## config.mk

```make
export PLATFORM = sky130hd
export DESIGN_NAME = datapath_input_ctrl_flat
export DESIGN_NICKNAME = d
export VERILOG_FILES = /design/src/rtl/datapath_input_ctrl_if.sv /design/src/rtl/datapath_input_ctrl.sv /design/src/flat_wrapper.sv
export SDC_FILE = /design/constraint.sdc
export NUM_CORES = 1
export LEC_CHECK = 0
export CORE_MARGIN = 2
export CORE_UTILIZATION = 40
export DETAILED_ROUTE_END_ITERATION = 6
export GPL_ROUTABILITY_DRIVEN = 0
export PLACE_DENSITY_LB_ADDON = 0.12
export SETUP_SLACK_MARGIN = 0.1
export SLEW_MARGIN = 20
export SYNTH_ARGS = -nofsm -noshare
export SYNTH_HDL_FRONTEND = slang
export SYNTH_SLANG_ARGS = --single-unit
```

## constraint.sdc

```tcl
create_clock -name i_clk -period 1.8 [get_ports i_clk]
set_input_delay 0.18 -clock i_clk [delete_from_list [all_inputs] [get_ports i_clk]]
set_output_delay 0.18 -clock i_clk [all_outputs]
set_load 0.02 [all_outputs]
```

## src/rtl/datapath_input_ctrl_if.sv

```systemverilog
// CPU-read request and input-datapath control bundle for datapath_input_ctrl.
// The master side is the CPU bus FSM plus device; the slave side is the controller.
interface datapath_input_ctrl_if;
  logic i_req;
  logic i_size32;
  logic i_a1;
  logic i_port16;
  logic i_dev_ack;
  logic o_dev_req;
  logic o_dev_a1;
  logic o_ds_o_n;
  logic o_bdieh;
  logic o_bdiel;
  logic o_bbridgein;
  logic o_ack;
  logic o_berr;
  logic o_busy;

  modport master (
    output i_req, i_size32, i_a1, i_port16, i_dev_ack,
    input  o_dev_req, o_dev_a1, o_ds_o_n, o_bdieh, o_bdiel, o_bbridgein,
           o_ack, o_berr, o_busy
  );

  modport slave (
    input  i_req, i_size32, i_a1, i_port16, i_dev_ack,
    output o_dev_req, o_dev_a1, o_ds_o_n, o_bdieh, o_bdiel, o_bbridgein,
           o_ack, o_berr, o_busy
  );
endinterface

```

## src/rtl/datapath_input_ctrl.sv

```systemverilog
// Input datapath sequencer: one CPU read becomes one or two device fetches.
// Optional DEV_ACK timeout / bus error enabled by DATAPATH_INPUT_TIMEOUT_EN.
//   state | meaning
//   IDLE  | waiting for REQ, attributes captured on REQ
//   DEV   | device strobe out, waiting for DEV_ACK
//   LATCH | DS_O_ low, upper lanes captured into the upper-data latch
//   GAP   | strobe released between the two halves of a 16-bit longword
//   DRIVE | lane enables held HOLD_CYCLES, ACK in the last cycle
module datapath_input_ctrl #(
  parameter int HOLD_CYCLES    = 1,
  parameter int TIMEOUT_CYCLES = 64
) (
  input  logic                  i_clk,
  input  logic                  i_rst,
  datapath_input_ctrl_if.slave  bus
);

  localparam logic [2:0] S_IDLE  = 3'd0;
  localparam logic [2:0] S_DEV   = 3'd1;
  localparam logic [2:0] S_LATCH = 3'd2;
  localparam logic [2:0] S_GAP   = 3'd3;
  localparam logic [2:0] S_DRIVE = 3'd4;

  localparam logic [3:0] HOLD_LOAD = 4'(HOLD_CYCLES - 1);

  if (HOLD_CYCLES < 1 || HOLD_CYCLES > 15 ||
      TIMEOUT_CYCLES < 1 || TIMEOUT_CYCLES > 255) begin : g_param_check
    $error("datapath_input_ctrl: HOLD_CYCLES or TIMEOUT_CYCLES out of range");
  end

  logic [2:0] r_state;
  logic       r_size32;
  logic       r_a1;
  logic       r_port16;
  logic       r_half;
  logic [3:0] r_hold;

  logic       r_dev_req;
  logic       r_dev_a1;
  logic       r_ds_o_n;
  logic       r_bdieh;
  logic       r_bdiel;
  logic       r_bbridgein;
  logic       r_ack;
  logic       r_berr;
  logic       r_busy;

  logic [2:0] w_nxt_state;
  logic       w_nxt_size32;
  logic       w_nxt_a1;
  logic       w_nxt_port16;
  logic       w_nxt_half;
  logic [3:0] w_nxt_hold;
  logic       w_nxt_dev_a1;
  logic       w_expire;
  logic       w_nxt_drive;

`ifdef DATAPATH_INPUT_TIMEOUT_EN
  logic [7:0] r_tmo;

  assign w_expire = (r_state == S_DEV) && !bus.i_dev_ack &&
                    (r_tmo == 8'(TIMEOUT_CYCLES - 1));

  always_ff @(posedge i_clk) begin
    if (i_rst)
      r_tmo <= '0;
    else if (r_state == S_DEV && w_nxt_state == S_DEV)
      r_tmo <= r_tmo + 8'd1;
    else
      r_tmo <= '0;
  end
`else
  assign w_expire = 1'b0;
`endif

  always_comb begin
    w_nxt_state  = r_state;
    w_nxt_size32 = r_size32;
    w_nxt_a1     = r_a1;
    w_nxt_port16 = r_port16;
    w_nxt_half   = r_half;
    w_nxt_hold   = r_hold;
    w_nxt_dev_a1 = r_dev_a1;
    case (r_state)
      S_IDLE: begin
        w_nxt_dev_a1 = 1'b0;
        if (bus.i_req) begin
          w_nxt_state  = S_DEV;
          w_nxt_size32 = bus.i_size32;
          // A1 has no meaning for a longword; folding it here keeps later decode simple
          w_nxt_a1     = bus.i_a1 & ~bus.i_size32;
          w_nxt_port16 = bus.i_port16;
          w_nxt_half   = 1'b0;
          w_nxt_dev_a1 = (bus.i_port16 & bus.i_size32) | (bus.i_a1 & ~bus.i_size32);
        end
      end
      S_DEV: begin
        if (bus.i_dev_ack) begin
          if (r_port16 & (r_a1 | (r_size32 & ~r_half))) begin
            w_nxt_state = S_LATCH;
          end else begin
            w_nxt_state = S_DRIVE;
            w_nxt_hold  = HOLD_LOAD;
          end
        end else if (w_expire) begin
          w_nxt_state  = S_IDLE;
          w_nxt_dev_a1 = 1'b0;
        end
      end
      S_LATCH: begin
        if (r_size32) begin
          w_nxt_state  = S_GAP;
          w_nxt_half   = 1'b1;
          w_nxt_dev_a1 = 1'b0;
        end else begin
          w_nxt_state = S_DRIVE;
          w_nxt_hold  = HOLD_LOAD;
        end
      end
      S_GAP: begin
        w_nxt_state = S_DEV;
      end
      S_DRIVE: begin
        if (r_hold == 4'd0) begin
          w_nxt_state  = S_IDLE;
          w_nxt_dev_a1 = 1'b0;
        end else begin
          w_nxt_hold = r_hold - 4'd1;
        end
      end
      default: begin
        w_nxt_state  = S_IDLE;
        w_nxt_dev_a1 = 1'b0;
      end
    endcase
  end

  assign w_nxt_drive = (w_nxt_state == S_DRIVE);

  // Outputs are decoded from the next state so each one is a plain flop
  always_ff @(posedge i_clk) begin
    if (i_rst) begin
      r_state     <= S_IDLE;
      r_size32    <= 1'b0;
      r_a1        <= 1'b0;
      r_port16    <= 1'b0;
      r_half      <= 1'b0;
      r_hold      <= 4'd0;
      r_dev_req   <= 1'b0;
      r_dev_a1    <= 1'b0;
      r_ds_o_n    <= 1'b1;
      r_bdieh     <= 1'b0;
      r_bdiel     <= 1'b0;
      r_bbridgein <= 1'b0;
      r_ack       <= 1'b0;
      r_berr      <= 1'b0;
      r_busy      <= 1'b0;
    end else begin
      r_state     <= w_nxt_state;
      r_size32    <= w_nxt_size32;
      r_a1        <= w_nxt_a1;
      r_port16    <= w_nxt_port16;
      r_half      <= w_nxt_half;
      r_hold      <= w_nxt_hold;
      r_dev_req   <= (w_nxt_state == S_DEV) || (w_nxt_state == S_LATCH) || w_nxt_drive;
      r_dev_a1    <= w_nxt_dev_a1;
      r_ds_o_n    <= (w_nxt_state != S_LATCH);
      r_bdieh     <= w_nxt_drive & (~r_port16 | ~r_a1);
      r_bdiel     <= w_nxt_drive & ~r_port16;
      r_bbridgein <= w_nxt_drive & r_port16 & (r_size32 | r_a1);
      r_ack       <= w_nxt_drive && (w_nxt_hold == 4'd0);
      r_berr      <= w_expire;
      r_busy      <= (w_nxt_state != S_IDLE);
    end
  end

  assign bus.o_dev_req   = r_dev_req;
  assign bus.o_dev_a1    = r_dev_a1;
  assign bus.o_ds_o_n    = r_ds_o_n;
  assign bus.o_bdieh     = r_bdieh;
  assign bus.o_bdiel     = r_bdiel;
  assign bus.o_bbridgein = r_bbridgein;
  assign bus.o_ack       = r_ack;
  assign bus.o_berr      = r_berr;
  assign bus.o_busy      = r_busy;

endmodule

```

## src/flat_wrapper.sv

```systemverilog
// flat-port wrapper written by rule: the top's interface ports become plain ports
module datapath_input_ctrl_flat 
#(
  parameter int HOLD_CYCLES    = 1,
  parameter int TIMEOUT_CYCLES = 64
)
  (i_clk, i_rst, bus_i_req, bus_i_size32, bus_i_a1, bus_i_port16, bus_i_dev_ack, bus_o_dev_req, bus_o_dev_a1, bus_o_ds_o_n, bus_o_bdieh, bus_o_bdiel, bus_o_bbridgein, bus_o_ack, bus_o_berr, bus_o_busy);
  datapath_input_ctrl_if bus_i ();
  input  logic i_clk;
  input  logic i_rst;
  input wire logic [$bits(bus_i.i_req)-1:0] bus_i_req;
  input wire logic [$bits(bus_i.i_size32)-1:0] bus_i_size32;
  input wire logic [$bits(bus_i.i_a1)-1:0] bus_i_a1;
  input wire logic [$bits(bus_i.i_port16)-1:0] bus_i_port16;
  input wire logic [$bits(bus_i.i_dev_ack)-1:0] bus_i_dev_ack;
  output wire logic [$bits(bus_i.o_dev_req)-1:0] bus_o_dev_req;
  output wire logic [$bits(bus_i.o_dev_a1)-1:0] bus_o_dev_a1;
  output wire logic [$bits(bus_i.o_ds_o_n)-1:0] bus_o_ds_o_n;
  output wire logic [$bits(bus_i.o_bdieh)-1:0] bus_o_bdieh;
  output wire logic [$bits(bus_i.o_bdiel)-1:0] bus_o_bdiel;
  output wire logic [$bits(bus_i.o_bbridgein)-1:0] bus_o_bbridgein;
  output wire logic [$bits(bus_i.o_ack)-1:0] bus_o_ack;
  output wire logic [$bits(bus_i.o_berr)-1:0] bus_o_berr;
  output wire logic [$bits(bus_i.o_busy)-1:0] bus_o_busy;
  assign bus_i.i_req = bus_i_req;
  assign bus_i.i_size32 = bus_i_size32;
  assign bus_i.i_a1 = bus_i_a1;
  assign bus_i.i_port16 = bus_i_port16;
  assign bus_i.i_dev_ack = bus_i_dev_ack;
  assign bus_o_dev_req = bus_i.o_dev_req;
  assign bus_o_dev_a1 = bus_i.o_dev_a1;
  assign bus_o_ds_o_n = bus_i.o_ds_o_n;
  assign bus_o_bdieh = bus_i.o_bdieh;
  assign bus_o_bdiel = bus_i.o_bdiel;
  assign bus_o_bbridgein = bus_i.o_bbridgein;
  assign bus_o_ack = bus_i.o_ack;
  assign bus_o_berr = bus_i.o_berr;
  assign bus_o_busy = bus_i.o_busy;
  datapath_input_ctrl #(.HOLD_CYCLES(HOLD_CYCLES), .TIMEOUT_CYCLES(TIMEOUT_CYCLES)) u_core (.i_clk(i_clk), .i_rst(i_rst), .bus(bus_i));
endmodule
```

### After elaboration in Yosys (flattened, before gate mapping)

Cells that the tools add are included.

* bits in registers: 19
* logic and storage cells: 73

* $add $sub $neg: 1
* equal/unequal tests: 11
* multiplexer cells: 18
* bitwise gates (word level): 17
* reductions and logical operators: 12

Operators by type and width (number)
* $mux W4: 4
* $mux W3: 5
* $pmux W3 S5: 1
* $pmux W4 S3: 1
* $eq A3 B2 Y1 const B: 3
* $and A1 B1 Y1: 8
* $logic_not A4 Y1: 2
* $eq A3 B1 Y1 const B: 2
* $eq A3 B3 Y1 const B: 2
* $reduce_and A3 Y1: 2
* $mux W1: 5
* $not A1 Y1: 5
* $ne A2 B1 Y1 const B: 2
* $or A1 B1 Y1: 4
* $pmux W1 S4: 1
* $sub A4 B1 Y4 const B: 1
* $logic_not A3 Y1: 1
* $ne A3 B2 Y1 const B: 1
* $reduce_bool A3 Y1: 1
* $logic_or A1 B1 Y1: 2
* $ne A2 B2 Y1 const B: 1
* $pmux W1 S2: 1
* $reduce_and A2 Y1: 1
* $reduce_bool A2 Y1: 1
* other kinds (2): 2

### Depth between registers and ports, before layout

Gate-level depths: netlist of the first run.

* depth after elaboration: 10
* mapped depth: 7
* gate-level depth less buffers: 7

### Worst setup path before layout of the first run

No wires, ideal clock.

* kind: flip-flop to flip-flop
* from: register u_core.r_state[2]
* to: register u_core.r_busy (netlist: u_core.bus.o_busy)
* setup time: 0.127 ns
* data arrival time: 1.508 ns
* required time: 1.673 ns
* setup slack: 0.166 ns
* cell stages (with the launch flop): 8
* path buffers: 1
* path through: dfxtp_1 buf_6 or3b_4 a21oi_4 a211oi_4 or2_4 inv_2 or3_1

* word-level cells in the longest chain between the ends: 3
* elaborated cells between the ends (all ways): 10
* classes of those cells: eq/ne (4); mux (4); reduce/logical (2)

RTL lines
* from (decl): RTL line datapath_input_ctrl.sv:31 `logic [2:0] r_state;`
* from (signal assigned): RTL line datapath_input_ctrl.sv:159 `r_state <= w_nxt_state;`
* $eq A3 B3 Y1 (tied with other cells): RTL line datapath_input_ctrl.sv:84 `case (r_state)`
* $pmux W3 S5 (*): RTL line datapath_input_ctrl.sv:84
* $reduce_bool A3 Y1 (*): RTL line datapath_input_ctrl.sv:173 `r_busy <= (w_nxt_state != S_IDLE);`
* to (signal assigned): RTL line datapath_input_ctrl.sv:173
* to (decl): RTL line datapath_input_ctrl.sv:46 `logic r_busy;`

Every way passes the cells marked *; elsewhere a longest branch is shown, timed or not.
A chain may end at the register's enable or synchronous reset.

### Final worst setup path of the first run

* from: register u_core.r_state[1]
* to: register u_core.r_busy (netlist: u_core.bus.o_busy)

The elaborated chain is that of the path after synthesis.

==> results of run 1 <==
## cell usage after synthesis (2+ instances only)
master,n
and2b_1,3
inv_1,3
mux2i_1,4
a21oi_1,7
nand3_1,2
nor2b_1,5
nand2_1,6
nor3_1,3
dfxtp_1,19
o21ai_1,2
nor2_1,10
o311ai_1,2
## path summary, 6_finish.rpt
kind | startpoint | cells after the start | end
hold / removal | u_core.bus.o_dev_a1 | 2 | u_core.bus.o_dev_a1
setup / recovery | u_core.r_state[1] | 6 | u_core.bus.o_busy
setup reg to reg | u_core.r_state[1] | 6 | u_core.bus.o_busy
hold reg to reg | u_core.bus.o_dev_a1 | 2 | u_core.bus.o_dev_a1
## cell families after synthesis
group / share of synthesized area (%)
AOI/OAI and AO/OA: 16.6
muxes: 4.43
and+or+nand+nor: 28.2
xor gates and xnor gates: 1.94
other: 0.415
buffers and inverters: 4.98
adders and majority gates: 1.38
DFF: 42.0
## per-stage QoR
| stage | power, µW | hold slack (ps) | area, µm² | worst slack [ps] |
|---|---|---|---|---|
| finish | 793 | 484 | 1170 | 187 |
| global route | 836 | 521 | 1170 | 98.9 |
| CTS | 803 | 485 | 1160 | 102 |
| detailed placement | 587 | 462 | 1130 | 49.9 |
| global placement | 585 | 473 | 1130 | 81.6 |
| floorplan | 530 | 259 | 905 | 166 |
## registers in the layout, summed over array words and instances, names as in the netlist
signal,cells
u_core.bus.o_ds_o_n,1
u_core.r_a1,1
u_core.bus.o_dev_req,1
u_core.bus.o_bbridgein,1
u_core.r_port16,1
u_core.r_half,1
u_core.bus.o_bdiel,1
u_core.r_state,3
u_core.bus.o_dev_a1,1
u_core.r_size32,1
u_core.bus.o_ack,1
u_core.r_hold,4
u_core.bus.o_bdieh,1
u_core.bus.o_busy,1
## final cells by class
| type | count | area [µm²] | share of cell area (%) |
|---|---|---|---|
| timing repair buffer | 25 | 223 | 19.1 |
| sequential | 19 | 387 | 33.1 |
| clock inverter | 1 | 5.00 | 0.428 |
| multi-input combinational | 68 | 482 | 41.2 |
| inverter | 4 | 15.0 | 1.28 |
| tap | 28 | 35.0 | 3.00 |
| clock buffer | 3 | 22.5 | 1.93 |
## worst max-delay path: stages, from the launching register on
cell and delay [ps]:
dfxtp_2 390, nor3b_2 170, and2b_1 210, a211oi_4 180
or2_4 170, inv_2 40, or3_1 350
## power by group through the flow
| stage | Sequential (µW) | Clock [µW] | Combinational (µW) |
|---|---|---|---|
| 6_report | 451 | 217 | 125 |
| 5_1_grt | 455 | 245 | 136 |
| 4_1_cts | 452 | 224 | 126 |
| 3_5_place_dp | 461 | 0 | 126 |
| 3_3_place_gp | 461 | 0 | 124 |
| 2_1_floorplan | 464 | 0 | 65.9 |
## layer usage
metal  wire length [µm]  part of all wire (%)
met5                  0                     0
met1                855                    48
met2                852                    47
met4                 42                   2.3
met3                 47                   2.6
## placed cells by master (no fill, tap or decap), types with 3 or more instances in the layout
cell type	instances
nor3_1	3
clkdlybuf4s50_1	14
nand2_1	6
inv_1	3
buf_4	11
clkbuf_4	3
nor2b_1	5
dfxtp_1	16
mux2i_1	4
nor2_1	10
and2b_1	3
a21oi_1	7
## timing repair
| item | 4_1_cts | 5_1_grt |
|---|---|---|
| gates resized for setup | 1 | 4 |
| setup buffers | 0 | 0 |
| setup endpoints to repair | 1 | 2 |
==> flow_summary.json, run 1 <==
{
  "synth_cells": 95,
  "grtUsageMet2_pct": 24.8,
  "gr-total-overflow": 0,
  "cellPowerDensity_nw_per_um2": 679,
  "synth_edf_count": 0,
  "netlist-cell-type-count": 41,
  "diodes": 0,
  "grt.busiest_layer": "met2",
  "peakVddDrop_mv": 0.313,
  "drtIter0Drc": 7,
  "yosys_register_bits": 19,
  "nNetsFinal": 129,
  "drtPass1Iterations": 2,
  "yosysWarnings": 0,
  "clk_latency_ps": 300,
  "p_int_uw": 588,
  "rows": 17,
  "cts_root_buffer": "clkbuf_4",
  "holdCritPathClass": "register to register",
  "async_flop_share_pct": 0,
  "cap_violations": 0,
  "netlist_area_um2": 905,
  "placedCellCount": 144,
  "syn_nets": 103,
  "crit_type": "register to register",
  "grt_max_degree": 12,
  "worstPathRequired_ps": 2000,
  "leakage_uw": 0.000453,
  "crit_path_end_kind": "register",
  "fmax_mhz": 620,
  "switchingPower_uw": 205,
  "grt_use_met3_pct": 2.87,
  "yosysSeqAreaShare_pct": 42.0,
  "cts-hold-fix-buffers": 0,
  "vias_per_cell": 5.05,
  "ys_top_cells_by_area": "dfxtp_1, mux2i_1, nor2_1",
  "fin_skew_ps": 2.42,
  "setup_tns_ps": 0,
  "status": "complete, no violations",
  "synth_top_area_share_pct": 42.0,
  "vias": 747,
  "ff2ff_setup_slack_ps": 190,
  "ant_nets": 0,
  "fillers": 217,
  "portBuffers": 14,
  "final_cells": 148,
  "period_share_pct": 89.6,
  "avgSynthCellArea_um2": 9.52,
  "hold_viol_final": 0,
  "wl_per_cell_um": 12.1,
  "cp_max_fo": 9,
  "htree_num_levels": 1,
  "use_met1_pct": 20.4,
  "grtUsageTotal_pct": 15.9,
  "drive_above_1_share_pct": 23.3,
  "die_y_um": 51.6,
  "finish.utilization_pct": 53.9,
  "ioPinCount": 16,
  "yosys_most_used_dff": "dfxtp_1",
  "grt_pass1_wl_um": 3130,
  "initial_core_util_pct": 41.7,
  "cts_max_path_buffers": 2,
  "coreArea_um2": 2170,
  "tritoncts": "done",
  "arrival_ps": 1810,
  "grt_pass1_vias": 728,
  "combinationalPowerShare_pct": 15.8,
  "timing.final.crit_period_ps": 1610,
  "synth_area_leader_cell": "dfxtp_1",
  "clock_sinks": 19,
  "cp-start-kind": "register",
  "antenna_found_initial": 0,
  "finalSetupViolations": 0,
  "drcViolationCount": 0,
  "seqPwrFrac_pct": 56.9,
  "switching_share_pct": 25.9,
  "cts_buffers": 3,
  "cts.clk_slew.worst_paths_ps": 110,
  "rsz0062_at_grt": "false",
  "finalWirelength_um": 1800,
  "p_clk_share_pct": 27.3,
  "drv_slew": 0,
  "hpwl_um": 1440,
  "dieArea_um2": 2660,
  "area_delta_synth_final_pct": 29.2,
  "die_w_um": 51.6
}
Power figures use the tool's default switching activity.
==> inputs of run 2 (changes only) <==
clock period = 1.74 ns   (was 1.8 ns; I/O delays follow)
==> flow_summary.json, run 2 (same netlist as run 1, synthesis figures left out) <==
{
  "switching_share_pct": 25.2,
  "fin_skew_ps": 5.39,
  "holdCritPathClass": "register to register",
  "cts_max_path_buffers": 2,
  "crit_path_end_kind": "register",
  "layout_setup_ws_ps": 168,
  "vias": 734,
  "final_cell_mix": "dfxtp_1, clkdlybuf4s50_1, buf_4",
  "dpl-instance-area_um2": 1140,
  "fillers": 216,
  "finalSetupViolations": 0,
  "leakage_uw": 0.000463,
  "antenna_found_initial": 0,
  "rsz0062_at_grt": "true",
  "period_share_pct": 90.3,
  "portBuffers": 14,
  "drcViolationCount": 0,
  "grt_max_degree": 11,
  "ant_nets": 0,
  "cts_root_buffer": "clkbuf_4",
  "clock_sinks": 19,
  "drive_above_1_share_pct": 25.4,
  "p_int_uw": 612,
  "peakVddDrop_mv": 0.383,
  "cts_buffers": 3,
  "seqPwrFrac_pct": 56.9,
  "drv_slew": 0,
  "vias_per_cell": 4.89,
  "combinationalPowerShare_pct": 16.2,
  "grt_pass1_wl_um": 3060,
  "diodes": 0,
  "drtPass1Iterations": 4,
  "finalInstanceArea_um2": 1190,
  "htree_num_levels": 1,
  "tritoncts": "done",
  "grtUsageTotal_pct": 15.8,
  "ioPinCount": 16,
  "cts.clk_slew.worst_paths_ps": 110,
  "place_ws_ps": 0.480,
  "fmax_mhz": 636,
  "crit_type": "register to register",
  "arrival_ps": 1760,
  "coreArea_um2": 2170,
  "worstPathRequired_ps": 1930,
  "cp_max_fo": 4,
  "finalWirelength_um": 1840,
  "multiInputGateArea_um2": 484,
  "cap_violations": 0,
  "die_y_um": 51.6,
  "gr-total-overflow": 0,
  "cts-hold-fix-buffers": 0,
  "grt_pass1_vias": 712,
  "drtIter0Drc": 8,
  "largest-register": "u_core.r_hold",
  "largest_reg_flops": 4,
  "cp-start-kind": "register",
  "die_w_um": 51.6,
  "final-seq-area_um2": 390,
  "rows": 17,
  "setup_tns_ps": 0,
  "nNetsFinal": 131,
  "initial_core_util_pct": 41.7,
  "switchingPower_uw": 206,
  "top_regs": "u_core.r_hold (4), u_core.r_state (3)",
  "status": "complete, no violations",
  "area_delta_synth_final_pct": 31.4,
  "cellPowerDensity_nw_per_um2": 688,
  "dieArea_um2": 2660,
  "clk_latency_ps": 300,
  "p_clk_share_pct": 27.0,
  "layout_commonest_cell": "dfxtp_1",
  "hpwl_um": 1360,
  "timing.final.crit_period_ps": 1570,
  "wl_per_cell_um": 12.3,
  "hold_viol_final": 0
}
==> run 2: cell types whose count changed in the layout (fill, tap and decap cells not counted) <==
cell      previous run  this run
nor2_2               0         1
dfxtp_1             16        15
clkbuf_1             0         1
nor2_1              10         9
buf_4               11        13
dfxtp_4              1         2
clkinv_2             1         0
==> run 2: timing repair <==
action	in CTS	in global routing
pin swaps	0	0
setup endpoints to repair	2	2
buffers inserted	0	1
gates resized for setup	2	6
hold endpoints to repair	0	0
==> run 2: layer usage <==
layer | GRT usage [%] | routed length [µm] | up-vias
met1 | 18.9 | 870 | 331
met2 | 26.1 | 859 | 15
met3 | 3.45 | 61 | 4
met4 | 9.21 | 48 | 0
met5 | 0 | 0 | -
li1 | - | - | 384
==> run 2: worst max-delay path, cell delays in order, from the launching register on <==
cell	delay, ps
dfxtp_2	350
inv_1	60
ha_2	210
a21oi_4	80
a211oi_4	210
or2_4	170
inv_2	40
or3_1	350
==> run 2: cell type report <==
cell class                      instances  share of cell area, %
Clock buffer                            4                   2.21
Inverter                                4                   1.26
Sequential cell                        19                   32.8
Tap cell                               28                   2.95
Timing Repair Buffer                   27                   20.0
Multi-Input combinational cell         68                   40.7
==> run 2: path summary, 6_finish.rpt <==
check	startpoint	to	slack, ps	depth (start not counted)
hold reg to reg	u_core.bus.o_dev_a1	u_core.bus.o_dev_a1	480	2
setup reg to reg	u_core.r_hold[0]	u_core.bus.o_busy	170	7
hold / removal	u_core.bus.o_dev_a1	u_core.bus.o_dev_a1	480	2
setup / recovery	u_core.r_hold[0]	u_core.bus.o_busy	170	7
==> run 2: power by group through the flow <==
stage	logic, µW	clock network [µW]	registers [µW]
6_report	132	221	465
5_1_grt	143	252	468
4_1_cts	131	230	467
3_5_place_dp	130	0	476
3_3_place_gp	129	0	476
2_1_floorplan	68.2	0	480
==> run 2: through the flow <==
| step | hold WS (ps) | total power, µW | utilization [%] | instances |
|---|---|---|---|---|
| after detailed placement | 459 | 606 | 52.5 | 145 |
| after floorplan | 253 | 548 | - | 95 |
| after CTS | 486 | 827 | 53.9 | 149 |
| final | 483 | 818 | 54.8 | 150 |
| after global placement | 468 | 606 | 52.5 | 145 |
| after global routing | 509 | 863 | 54.8 | 150 |
==> inputs of run 3 (changes only) <==
--- a/config.mk
+++ b/config.mk
@@ -6,8 +6,10 @@
 export NUM_CORES = 1
 export LEC_CHECK = 0
+export CORE_ASPECT_RATIO = 1.4
 export CORE_MARGIN = 2
 export CORE_UTILIZATION = 40
 export DETAILED_ROUTE_END_ITERATION = 6
 export GPL_ROUTABILITY_DRIVEN = 0
+export GPL_TIMING_DRIVEN = 1
 export PLACE_DENSITY_LB_ADDON = 0.12
 export SETUP_SLACK_MARGIN = 0.1
==> constraint.sdc (replaced) <==
create_clock -name i_clk -period 1.74 [get_ports i_clk]
set_input_delay 0.348 -clock i_clk [delete_from_list [all_inputs] [get_ports i_clk]]
set_output_delay 0.348 -clock i_clk [all_outputs]
set_load 0.02 [all_outputs]
==> flow_summary.json, run 3 (same netlist as run 1, synthesis figures left out) <==
{
  "vias_per_cell": 5.14,
  "finalInstanceArea_um2": 1220,
  "crit_family": "simple AND/OR/NAND/NOR gates",
  "crit_chain": "or3b_4 -> a21oi_4 -> a211oi_4 -> or2_4 -> inv_2 -> buf_4 -> and4b_1",
  "gr-total-overflow": 0,
  "arrival_ps": 1870,
  "crit_buf_inv": 2,
  "wl_per_cell_um": 13.3,
  "grt_pass1_wl_um": 3440,
  "area_delta_synth_final_pct": 35.4,
  "dieArea_um2": 2660,
  "grtUsageTotal_pct": 18.1,
  "cts_buffers": 3,
  "hold_viol_final": 0,
  "fin_skew_ps": 12.9,
  "rows": 20,
  "largest-register": "u_core.r_hold",
  "worstPathRequired_ps": 1990,
  "rsz0062_at_grt": "true",
  "die_w_um": 44.2,
  "diodes": 0,
  "ioPinCount": 16,
  "nNetsFinal": 136,
  "drcViolationCount": 0,
  "cts-hold-fix-buffers": 0,
  "drv_slew": 0,
  "cellPowerDensity_nw_per_um2": 684,
  "drtIter0Drc": 16,
  "tritoncts": "done",
  "cp_max_fo": 6,
  "cpMaxStageDelayCell": "or3b_4",
  "fillers": 216,
  "holdCritPathClass": "register to register",
  "top_regs": "u_core.r_hold (4), u_core.r_state (3)",
  "dpl-instance-area_um2": 1170,
  "layout_commonest_cell": "buf_4",
  "period_share_pct": 93.4,
  "drtPass1Iterations": 4,
  "antenna_found_initial": 0,
  "cts_root_buffer": "clkbuf_4",
  "grt_max_degree": 12,
  "crit_path_end_kind": "register",
  "portBuffers": 14,
  "finalWirelength_um": 1990,
  "hpwl_um": 1570,
  "crit_type": "register to register",
  "htree_num_levels": 1,
  "cts.clk_slew.worst_paths_ps": 120,
  "status": "complete, no violations",
  "place_ws_ps": -157,
  "peakVddDrop_mv": 0.412,
  "clk_latency_ps": 310,
  "largest_reg_flops": 4,
  "cap_violations": 0,
  "drive_above_1_share_pct": 30.7,
  "vias": 766,
  "cp-start-kind": "register",
  "leakage_uw": 0.000507,
  "timing.final.crit_period_ps": 1630,
  "grt_pass1_vias": 744,
  "cpPeakStageDelay_ps": 400,
  "initial_core_util_pct": 42.0,
  "cts_max_path_buffers": 2,
  "fmax_mhz": 615,
  "die_y_um": 60.3,
  "finalSetupViolations": 0,
  "setup_tns_ps": 0,
  "clock_sinks": 19,
  "layout_setup_ws_ps": 115,
  "ant_nets": 0,
  "coreArea_um2": 2150,
  "final_cell_mix": "buf_4, dfxtp_1, clkdlybuf4s50_1"
}
## run 3: tightest hold or removal path, cell delays in order, from the launching register on
cell     delay (ps)
dfxtp_1         330
o31ai_1          60
a21oi_1          50
## run 3: path summary, 6_finish.rpt
kind                                          start             endpoint  slack (ps)  cells after the start
worst max register to register    u_core.r_state[0]     u_core.bus.o_ack         110                      7
worst min-delay path            u_core.bus.o_dev_a1  u_core.bus.o_dev_a1         470                      2
worst max-delay path              u_core.r_state[0]     u_core.bus.o_ack         110                      7
worst min register to register  u_core.bus.o_dev_a1  u_core.bus.o_dev_a1         470                      2
## run 3: cell type report
| type | instances | area (µm²) | share of cell area [%] |
|---|---|---|---|
| clock buffer | 3 | 22.5 | 1.84 |
| clock inverter | 1 | 5.00 | 0.409 |
| inverter | 4 | 15.0 | 1.23 |
| multi-input combinational | 68 | 487 | 39.7 |
| sequential | 19 | 390 | 31.9 |
| tap | 22 | 27.5 | 2.25 |
| timing repair buffer | 32 | 278 | 22.7 |
## run 3: routing by layer
metal | global-route usage, % | wire length, µm
met5 | 0 | 0
met4 | 11.3 | 55
met3 | 1.81 | 68
met2 | 29.2 | 1000
met1 | 22.8 | 857
## run 3: what timing repair did
| item | 4_1_cts | 5_1_grt |
|---|---|---|
| setup endpoints to repair | 2 | 4 |
| setup buffers | 0 | 1 |
| gates resized for setup | 4 | 7 |
## run 3: through the flow
step / instances / total power, µW / util (%) / hold WS, ps
finish: 149 / 838 / 56.9 / 472
global route: 149 / 879 / 56.9 / 502
CTS: 148 / 847 / 55.9 / 477
detailed placement: 144 / 615 / 54.4 / 459
global placement: 144 / 614 / 54.4 / 462
floorplan: 95 / 548 / - / 427
## run 3: report_power, final
group / switching (µW) / leakage [µW] / internal, µW
logic: 63.7 / 0.000332 / 79.4
clock network: 148 / 0.0000177 / 85.8
registers: 13.0 / 0.000157 / 448
total: 225 / 0.000507 / 613
